## config.mk

```make
export PLATFORM = sky130hd
export DESIGN_NAME = shift_right_iter
export DESIGN_NICKNAME = d
export VERILOG_FILES = /design/src/rtl/shift_pkg.sv /design/src/rtl/shift_right_step.sv /design/src/rtl/shift_right_iter.sv
export SDC_FILE = /design/constraint.sdc
export NUM_CORES = 1
export LEC_CHECK = 0
export CAP_MARGIN = 0
export CORE_MARGIN = 3
export CORE_UTILIZATION = 40
export DETAILED_ROUTE_END_ITERATION = 12
export PLACE_DENSITY = 0.8
export SYNTH_ARGS = -nofsm -noshare
export SYNTH_HDL_FRONTEND = slang
export SYNTH_SLANG_ARGS = --single-unit
```

## constraint.sdc

```tcl
create_clock -name clk -period 1.9 [get_ports clk]
set_input_delay 0.19 -clock clk [delete_from_list [all_inputs] [get_ports clk]]
set_output_delay 0.19 -clock clk [all_outputs]
set_load 0.1 [all_outputs]
```

## src/rtl/shift_pkg.sv

```systemverilog
// Shared types and constants for the iterative right shifter.
package shift_pkg;

    typedef enum logic [1:0] {
        IDLE  = 2'd0,
        SHIFT = 2'd1,
        DONE  = 2'd2
    } state_t;

    localparam int DEF_WIDTH   = 32;
    localparam int DEF_SHAMT_W = 5;

    // Bits moved per cycle on the wide step of the fast build.
    localparam int FAST_STEP = 4;

endpackage

```

## src/rtl/shift_right_step.sv

```systemverilog
// One combinational right-shift step: by 1 bit, or by FAST_STEP bits when wide_step is set.
module shift_right_step
    import shift_pkg::*;
#(
    parameter int WIDTH = DEF_WIDTH
) (
    input  logic [WIDTH-1:0] value,
    input  logic             fill,
    input  logic             wide_step,
    output logic [WIDTH-1:0] shifted
);

    genvar gi;
    generate
        for (gi = 0; gi < WIDTH; gi++) begin : g_bit
            logic narrow_bit;
            logic wide_bit;

            if (gi + 1 < WIDTH) begin : g_narrow_src
                assign narrow_bit = value[gi+1];
            end else begin : g_narrow_fill
                assign narrow_bit = fill;
            end

            if (gi + FAST_STEP < WIDTH) begin : g_wide_src
                assign wide_bit = value[gi+FAST_STEP];
            end else begin : g_wide_fill
                assign wide_bit = fill;
            end

            assign shifted[gi] = wide_step ? wide_bit : narrow_bit;
        end
    endgenerate

endmodule

```

## src/rtl/shift_right_iter.sv

```systemverilog
// Iterative right shifter (logical/arithmetic), one bit per cycle.
// Define SHIFT_RIGHT_ITER_FAST_EN to move 4 bits per cycle while at least 4 remain.
module shift_right_iter
    import shift_pkg::*;
#(
    parameter int WIDTH   = DEF_WIDTH,
    parameter int SHAMT_W = DEF_SHAMT_W
) (
    input  logic               clk,
    input  logic               reset,
    input  logic               start,
    input  logic               arith,
    input  logic [WIDTH-1:0]   data_in,
    input  logic [SHAMT_W-1:0] shamt,
    output logic               busy,
    output logic               done,
    output logic [WIDTH-1:0]   result
);

    state_t             state_reg;
    logic [WIDTH-1:0]   result_reg;
    logic [SHAMT_W-1:0] remaining_reg;
    logic               fill_mode_reg;
    logic               busy_reg;
    logic               done_reg;

    logic               wide_step;
    logic [SHAMT_W-1:0] step_amt;
    logic               fill_bit;
    logic [WIDTH-1:0]   shifted;

`ifdef SHIFT_RIGHT_ITER_FAST_EN
    assign wide_step = (remaining_reg >= SHAMT_W'(FAST_STEP));
`else
    assign wide_step = 1'b0;
`endif

    assign step_amt = wide_step ? SHAMT_W'(FAST_STEP) : SHAMT_W'(1);
    // The MSB never changes under sign fill, so it still holds the captured sign.
    assign fill_bit = fill_mode_reg & result_reg[WIDTH-1];

    shift_right_step #(
        .WIDTH(WIDTH)
    ) u_step (
        .value    (result_reg),
        .fill     (fill_bit),
        .wide_step(wide_step),
        .shifted  (shifted)
    );

    always_ff @(posedge clk or posedge reset) begin
        if (reset) begin
            state_reg     <= IDLE;
            result_reg    <= '0;
            remaining_reg <= '0;
            fill_mode_reg <= 1'b0;
            busy_reg      <= 1'b0;
            done_reg      <= 1'b0;
        end else begin
            case (state_reg)
                IDLE, DONE: begin
                    if (start) begin
                        result_reg    <= data_in;
                        remaining_reg <= shamt;
                        fill_mode_reg <= arith;
                        if (shamt != '0) begin
                            state_reg <= SHIFT;
                            busy_reg  <= 1'b1;
                            done_reg  <= 1'b0;
                        end else begin
                            state_reg <= DONE;
                            busy_reg  <= 1'b0;
                            done_reg  <= 1'b1;
                        end
                    end else begin
                        state_reg <= IDLE;
                        busy_reg  <= 1'b0;
                        done_reg  <= 1'b0;
                    end
                end
                SHIFT: begin
                    result_reg    <= shifted;
                    remaining_reg <= remaining_reg - step_amt;
                    if (remaining_reg == step_amt) begin
                        state_reg <= DONE;
                        busy_reg  <= 1'b0;
                        done_reg  <= 1'b1;
                    end
                end
                default: begin
                    state_reg <= IDLE;
                    busy_reg  <= 1'b0;
                    done_reg  <= 1'b0;
                end
            endcase
        end
    end

    assign busy   = busy_reg;
    assign done   = done_reg;
    assign result = result_reg;

endmodule

```

# Word-level counts from Yosys, hierarchy flattened
# Cells that the tools add are included.
dict set report totals {
  out_inout_bits 34
  register_bits 42
  in_bits 41
}
dict set report classes {
  muxes 16
  eq_ne 5
  bitwise_logic 1
  reduce_logical 6
  addsub 1
}
# op n
set ops {}
lappend ops {{32-bit one-hot mux with 2 select lines} 1}
lappend ops {{32-bit two-way mux} 1}
lappend ops {{5-bit one-hot mux with 2 select lines} 1}
lappend ops {{1-bit two-way mux} 6}
lappend ops {{2-bit two-way mux} 3}
lappend ops {{5-bit by 1-bit == test with 1-bit output (second input constant)} 1}
lappend ops {{5-bit two-way mux} 1}
lappend ops {{5-bit nonzero test} 1}
lappend ops {{5-bit by 1-bit subtractor with 5-bit output (second input constant)} 1}
lappend ops {{2-bit inequality test (second input constant)} 2}
lappend ops {{1-bit one-hot mux with 2 select lines} 2}
lappend ops {{2-bit one-hot mux with 2 select lines} 1}
lappend ops {{2-bit AND reduction} 2}
lappend ops {{2-bit by 1-bit == test with 1-bit output (second input constant)} 1}
lappend ops {{2-bit == test (second input constant)} 1}
lappend ops {{2-bit logical NOT} 1}
lappend ops {{2-bit nonzero test} 1}
lappend ops {{2-bit OR reduction} 1}
lappend ops {{1-bit AND} 1}

# Depth between registers and ports, before layout
# Gate-level depths: netlist of the first run.
dict set report depth {
  ltp_word 4
  mapped_depth 6
  ltp_nobuf 5
}

# Hierarchy
# From an unflattened synthesis of the first run, not the netlist that was laid out.
dict set report hier_totals {
  cells_unflattened 260
  area_unflattened_um2 2322.2
}
# mod area_each_um2 n_inst cells_each seq_area_each_um2
set by_module_without_submodules {}
lappend by_module_without_submodules {shift_right_iter 1931.9 1 225 1026.0}
lappend by_module_without_submodules {shift_right_step 390.4 1 35 0.0}

# Worst setup path after synthesis of the first run
# OpenSTA, ideal clock, no wires.
dict set report synth_timing {
  kind {reg2reg}
  startpoint {register, netlist name done}
  endpoint {register result_reg[31], in the netlist result[31]}
  arrival_ns 1.721
  stages_incl_launch_ff 5
  required_time_ns 1.777
  period_less_slack_ns 1.844
  path_slack_ns 0.056
  setup_ns 0.123
  path_cell_list {dfrtp_1 -> nand2b_1 -> buf_2 -> mux2_1 -> a22o_1}
}
# element line
set synth_rtl {}
lappend synth_rtl {{to (signal assigned)} shift_right_iter.sv:63} ;# result_reg <= data_in;
lappend synth_rtl {{to (signal assigned)} shift_right_iter.sv:82} ;# result_reg <= shifted;
lappend synth_rtl {{to (decl)} shift_right_iter.sv:21} ;# logic [WIDTH-1:0] result_reg;

# Worst setup path after layout of the first run
dict set report layout_timing {
  startpoint {register remaining_reg[1]}
  endpoint {register state_reg[0]}
}
dict set report layout_via {
  elab_chain_len 2
}
# element line
set layout_rtl {}
lappend layout_rtl {{from (decl)} shift_right_iter.sv:22} ;# logic [SHAMT_W-1:0] remaining_reg;
lappend layout_rtl {{from (signal assigned)} shift_right_iter.sv:64} ;# remaining_reg <= shamt;
lappend layout_rtl {{from (signal assigned)} shift_right_iter.sv:83} ;# remaining_reg <= remaining_reg - step_amt;
lappend layout_rtl {{5-bit by 1-bit == test with 1-bit output} shift_right_iter.sv:84} ;# if (remaining_reg == step_amt) begin
lappend layout_rtl {{2-bit inequality test (no line)} --}
lappend layout_rtl {{to (signal assigned)} shift_right_iter.sv:76} ;# state_reg <= IDLE;
lappend layout_rtl {{to (signal assigned)} shift_right_iter.sv:85} ;# state_reg <= DONE;
lappend layout_rtl {{to (signal assigned)} shift_right_iter.sv:91} ;# state_reg <= IDLE;
lappend layout_rtl {{to (decl)} shift_right_iter.sv:20} ;# state_t state_reg;
# No other way between the ends.
# A chain may end at the register's enable or synchronous reset.

==> run metrics, run 1 <==
status=finished clean; WP data required=2.05 ns; Die Span X=75.6 um; cell area after synthesis=1940 um2; Critical Path AT=about 1.6 ns; Pins Over Slew Limit=0; final net count=337; routability cong.=0.820; Area Growth Syn to Fin=41.0%; metal3 WL=338 um; Finish-stage setup viols=0; CP Max Fanout=3; Ports=75; CP bufs+invs=1; Setup CP Type=register to register; Final ANT Viol Nets=0; CTS tree=done; Die Y=around 76 um; dominant synthesized flop cell=dfrtp_1; cells after synthesis=221; final core utilization=0.606; Hold WC Path Type=input pin to asynchronous set/reset pin; worst slew pin tran=0.689 ns; Worst-Skew Late Latency=0.28 ns; reg2reg path depth=5; final setup TNS=0 ns; max reg flops=32; maxcap violations=0; CP peak stage delay=0.49 ns; DRC viols=0; Avg WL per Cell=13.7 um; Starting Density=0.430; Critical Path, Cell by Cell=inv_1 > ha_1 > or4b_4 > nand2_1 > o21ai_0; Crit path max-delay family=simple AND/OR/NAND/NOR gates; post-CTS setup buffers=0; antenna violations before repair=0; CTS max path bufs=2; average size of a mapped cell=8.76 um2; top layer in use=met4; internal reg-to-reg setup slack=approximately 0.50 ns; Min Hold Slack=0.248 ns; commonest non-fill, non-tap cells in the layout=nand2_1 (66), dfrtp_1 (41), buf_4 (41), clkdlybuf4s50_1 (40), nor2_1 (37); Fin Clk Skew=0.00383 ns; HPWL after DPL=3.50 mm; standard-cell rows=24; first-pass GRT wire length=around 7.5 mm; n_diodes=0; relative max-transition margin=0.538; Synth area leader=dfrtp_1; post_cts resized=0; Post-synth EDFFs=0; mean number of vias per cell=5.20; Core Area=4500 um2; Hold Buf Count CTS=0; DR WL met2=around 2.2 mm; vias in the first global route=1,656; fmax=712 MHz; fraction of registers with async set/reset=1.00; FF+latch count, synth=41; RSZ-0062 raised after global routing=false; post-synth top area share=0.530; Worst R2R End=state_reg[0]; Startpoint Class=register; DR iter-0 viols=182; total global-route track usage=0.168; capturing element type of the critical path=register; root cell of the clock tree=clkbuf_8; clock transition at the registers of the reported paths=0.08 ns; YS warnings=0; clock sinks=41; period utilisation layout=0.739; Vias=between 1,500 and 2,000; sequential area share after synthesis=0.530; Synth Net Count=264; Crit-path slowest cell=or4b_4; die area=5710 um2; Tmin final=1.40 ns; htree depth=2; top cells by area, synth=dfrtp_1 (53%), nand2_1 (13%), a31oi_1 (10%); I/O Buffers=74; total grt overflow=0; Final Hold Viols=0; Cell variety after synth=28; R2R Path Start=remaining_reg[1]; share of layout cells above drive strength 1=0.180; drt pass-1 iters=6; commonest non-fill, non-tap cell in the layout=nand2_1; met1 WL=~2.2 mm; WL final=4.73 mm; largest net degree at the start of global routing=27; TritonCTS buffer count=5
-- worst register-to-register path, delay by kind of cell, from the launching register on --
kind | cells | cell delay [ns]
compound gates | 1 | 0.08
fa+ha+maj | 1 | 0.15
buf+inv | 1 | 0.09
flops | 1 | 0.40
simple gates | 2 | 0.57
-- Yosys cell counts, types with 2 or more instances --
cell and number:
nor2_1 37, buf_4 7, ha_1 2, buf_1 2, a221o_1 3, buf_2 4, clkbuf_1 3, nor3_1 4
nand2b_1 2, dfrtp_1 41, inv_1 3, a31oi_1 31, nand2_1 66, o21ai_0 2
-- how the worst max path moves through the flow --
stage / endpoint / cells after the start / slack [ns] / startpoint
final: state_reg[0] / 5 / 0.50 / remaining_reg[1]
after global routing: busy / 5 / 0.42 / remaining_reg[1]
after CTS: state_reg[0] / 5 / 0.50 / remaining_reg[1]
after detailed placement: result[27] / 5 / 0.35 / start
after global placement: busy / 4 / 0.38 / shamt[1]
after floorplan: result[31] / 4 / 0.06 / done
-- cell type report --
class / instances / area, um2
fill: 415 / 1770
sequential: 41 / 1030
timing repair buffer: 82 / 728
multi-input combinational: 161 / 810
clock inverter: 1 / 7.51
inverter: 3 / 11.3
tap: 52 / 65.1
clock buffer: 6 / 82.6
-- logic make-up (layout without fill, tap and decap cells) --
family                     count (synthesis)  in the layout  share of synthesized area
and+or+nand+nor                          117            117                      0.250
DFF                                       41             41                      0.530
AOI/OAI and AO/OA                         40             40                      0.143
buffers and inverters                     19             92                     0.0530
adders and majority gates                  2              2                     0.0129
muxes                                      2              2                     0.0110
-- layer usage --
layer | GRT usage | vias up
met4 | 0.0388 | 0
met2 | 0.261 | 57
met3 | 0.0369 | 4
li1 | - | 895
met5 | 0 | -
met1 | 0.242 | 844
-- per-stage QoR --
step           std cells  cell area (um2)  setup slack [ns]
3_5_place_dp         339             2640             0.346
4_1_cts              346             2730             0.498
3_3_place_gp         339             2640             0.377
5_1_grt              346             2730             0.416
6_report             346             2730             0.496
2_1_floorplan        221             1940            0.0564
Power of run 1 is left out: the tool's default activity adds up to more than one toggle a clock period on the data nets, which glitch-free logic cannot reach.
==> run 2: changes to the inputs <==
--- a/config.mk
+++ b/config.mk
@@ -7,9 +7,9 @@
 export LEC_CHECK = 0
 export CAP_MARGIN = 0
 export CORE_MARGIN = 3
-export CORE_UTILIZATION = 40
+export CORE_UTILIZATION = 39
 export DETAILED_ROUTE_END_ITERATION = 12
-export PLACE_DENSITY = 0.8
+export PLACE_DENSITY = 0.81
 export SYNTH_ARGS = -nofsm -noshare
 export SYNTH_HDL_FRONTEND = slang
 export SYNTH_SLANG_ARGS = --single-unit
==> constraint.sdc (replaced) <==
create_clock -name clk -period 1.2 [get_ports clk]
set_input_delay 0.12 -clock clk [delete_from_list [all_inputs] [get_ports clk]]
set_output_delay 0.12 -clock clk [all_outputs]
set_load 0.1 [all_outputs]
==> run 2 against run 1 <==
The run now ends with setup timing left; sequential cell count stayed put; first-iteration DRC count down 15%; global-route usage rose by 4.6 points; critical path depth unchanged; worst hold slack lost 0.076 ns; critical endpoint is now result[11].
==> run metrics, run 2 (synthesized netlist as in run 1, its figures left out) <==
relative max-transition margin=0.782; standard-cell rows=25; commonest non-fill, non-tap cell in the layout=nand2_1; Crit path max-delay family=flip-flops; Core Area=around 4800 um2; Fin Clk Skew=0.00642 ns; Worst-Skew Late Latency=~0.3 ns; R2R Path Start=done; Final WS setup=-0.138 ns; Die Y=76.5 um; RSZ-0062 raised after global routing=true; clock sinks=slightly above 40; die area=5840 um2; Startpoint Class=register; capturing element type of the critical path=register; CP peak stage delay=0.49 ns; Vias=about 2,100; failing checks=setup timing; antenna violations before repair=0; first-pass GRT wire length=9.92 mm; top layer in use=met4; max reg flops=32; period utilisation layout=1.11; commonest non-fill, non-tap cells in the layout=nand2_1 (62), clkdlybuf4s50_1 (40), buf_12 (40), dfrtp_1 (38), nor2_4 (20); DR WL met2=~4.2 mm; WP data required=around 1.4 ns; Starting Density=0.407; htree depth=2; DR iter-0 viols=154; Setup CP Type=register to register; share of layout cells above drive strength 1=0.440; WL final=7.66 mm; final net count=around 370; mean number of vias per cell=between 5 and 6; Critical Path Source=done; clock transition at the registers of the reported paths=0.09 ns; Final Hold Viols=0; Critical Path, Cell by Cell=nand2b_4 > buf_8 > clkbuf_16 > nor2_4 > a31oi_1; worst slew pin tran=0.325 ns; Crit-path slowest cell=dfrtp_4; Layout Cells excl Fill=390; CP bufs+invs=2; Finish-stage setup viols=40; Die Span X=76.5 um; Critical Path AT=1.52 ns; Placed Instances=369; Hold Buf Count CTS=0; metal3 WL=roughly 430 um; Tmin final=1.34 ns; Pins Over Slew Limit=0; Seq. cell area=~1000 um2; maxcap violations=0; CTS max path bufs=2; Avg WL per Cell=19.6 um; CTS tree=done; Area Growth Syn to Fin=111%; n_diodes=0; Hold WC Path Type=input pin to asynchronous set/reset pin; Min Hold Slack=0.172 ns; Ports=75; DRC viols=0; status=finished, violations left; Final ANT Viol Nets=0; vias in the first global route=slightly above 2,000; total global-route track usage=0.215; I/O Buffers=74; CP Max Fanout=7; met1 WL=about 2.8 mm; Filler cells=218; TritonCTS buffer count=5; largest net degree at the start of global routing=42; multi-input gate area in the final layout=between 1000 and 1500 um2; fmax=748 MHz; HPWL after DPL=3.95 mm; drt pass-1 iters=4; total grt overflow=0; routability cong.=0.816; root cell of the clock tree=clkbuf_8
run 2: cell types whose count changed in the layout (fill, tap and decap cells not counted), sizes merged:
cell	change
bufinv	+1
clkbuf	+5
clkinvlp	-1
buf	+24
run 2: final timing paths:
| check | to | slack (ns) | depth (start not counted) |
|---|---|---|---|
| max reg2reg | result[11] | -0.14 | 5 |
| max | result[11] | -0.14 | 5 |
| min in group clk | result[20] | 0.38 | 3 |
| min | result[0] | 0.17 | 3 |
| max in group asynchronous | done | 0.80 | 3 |
| min reg2reg | fill_mode_reg | 0.53 | 2 |
run 2: routing by layer:
metal | vias up | global-route usage
li1 | 957 | -
met1 | 1066 | 0.242
met2 | 91 | 0.390
met3 | 20 | 0.0508
met4 | 0 | 0.0815
met5 | - | 0
run 2: layout make-up:
| type | instances | area share |
|---|---|---|
| clock buffers | 7 | 0.0212 |
| clock inverters | 1 | 0.00736 |
| inverters | 3 | 0.00276 |
| multi-input cells | 161 | 0.305 |
| flip-flops and latches | 41 | 0.253 |
| well taps | 67 | 0.0206 |
| repair buffers | 110 | 0.390 |
run 2: worst reg2reg max path, delay by kind of cell (launching register included):
family	cells	cell delay [ns]
AOI/OAI and AO/OA	1	0.06
buffers and inverters	2	0.36
DFF	1	0.49
and+or+nand+nor	2	0.31
run 2: timing repair:
item / 4_1_cts / 5_1_grt
setup endpoints to repair: 41 / 41
pin swaps: 5 / 10
buffers inserted: 2 / 3
gates cloned: 2 / 6
gates resized for setup: 52 / 60
run 2: stage by stage:
step                      worst slack, ns  instance area, um2   util  setup TNS [ns]
after floorplan                    -0.279                1980      -           -9.16
after global placement             -0.251                3240  0.681           -8.85
after detailed placement           -0.325                3240  0.681          -10.43
after CTS                          -0.128                3600  0.758           -1.32
after global routing               -0.199                4080  0.858           -4.42
final                              -0.138                4080  0.858           -3.11
Power of run 2 is left out for the same reason.
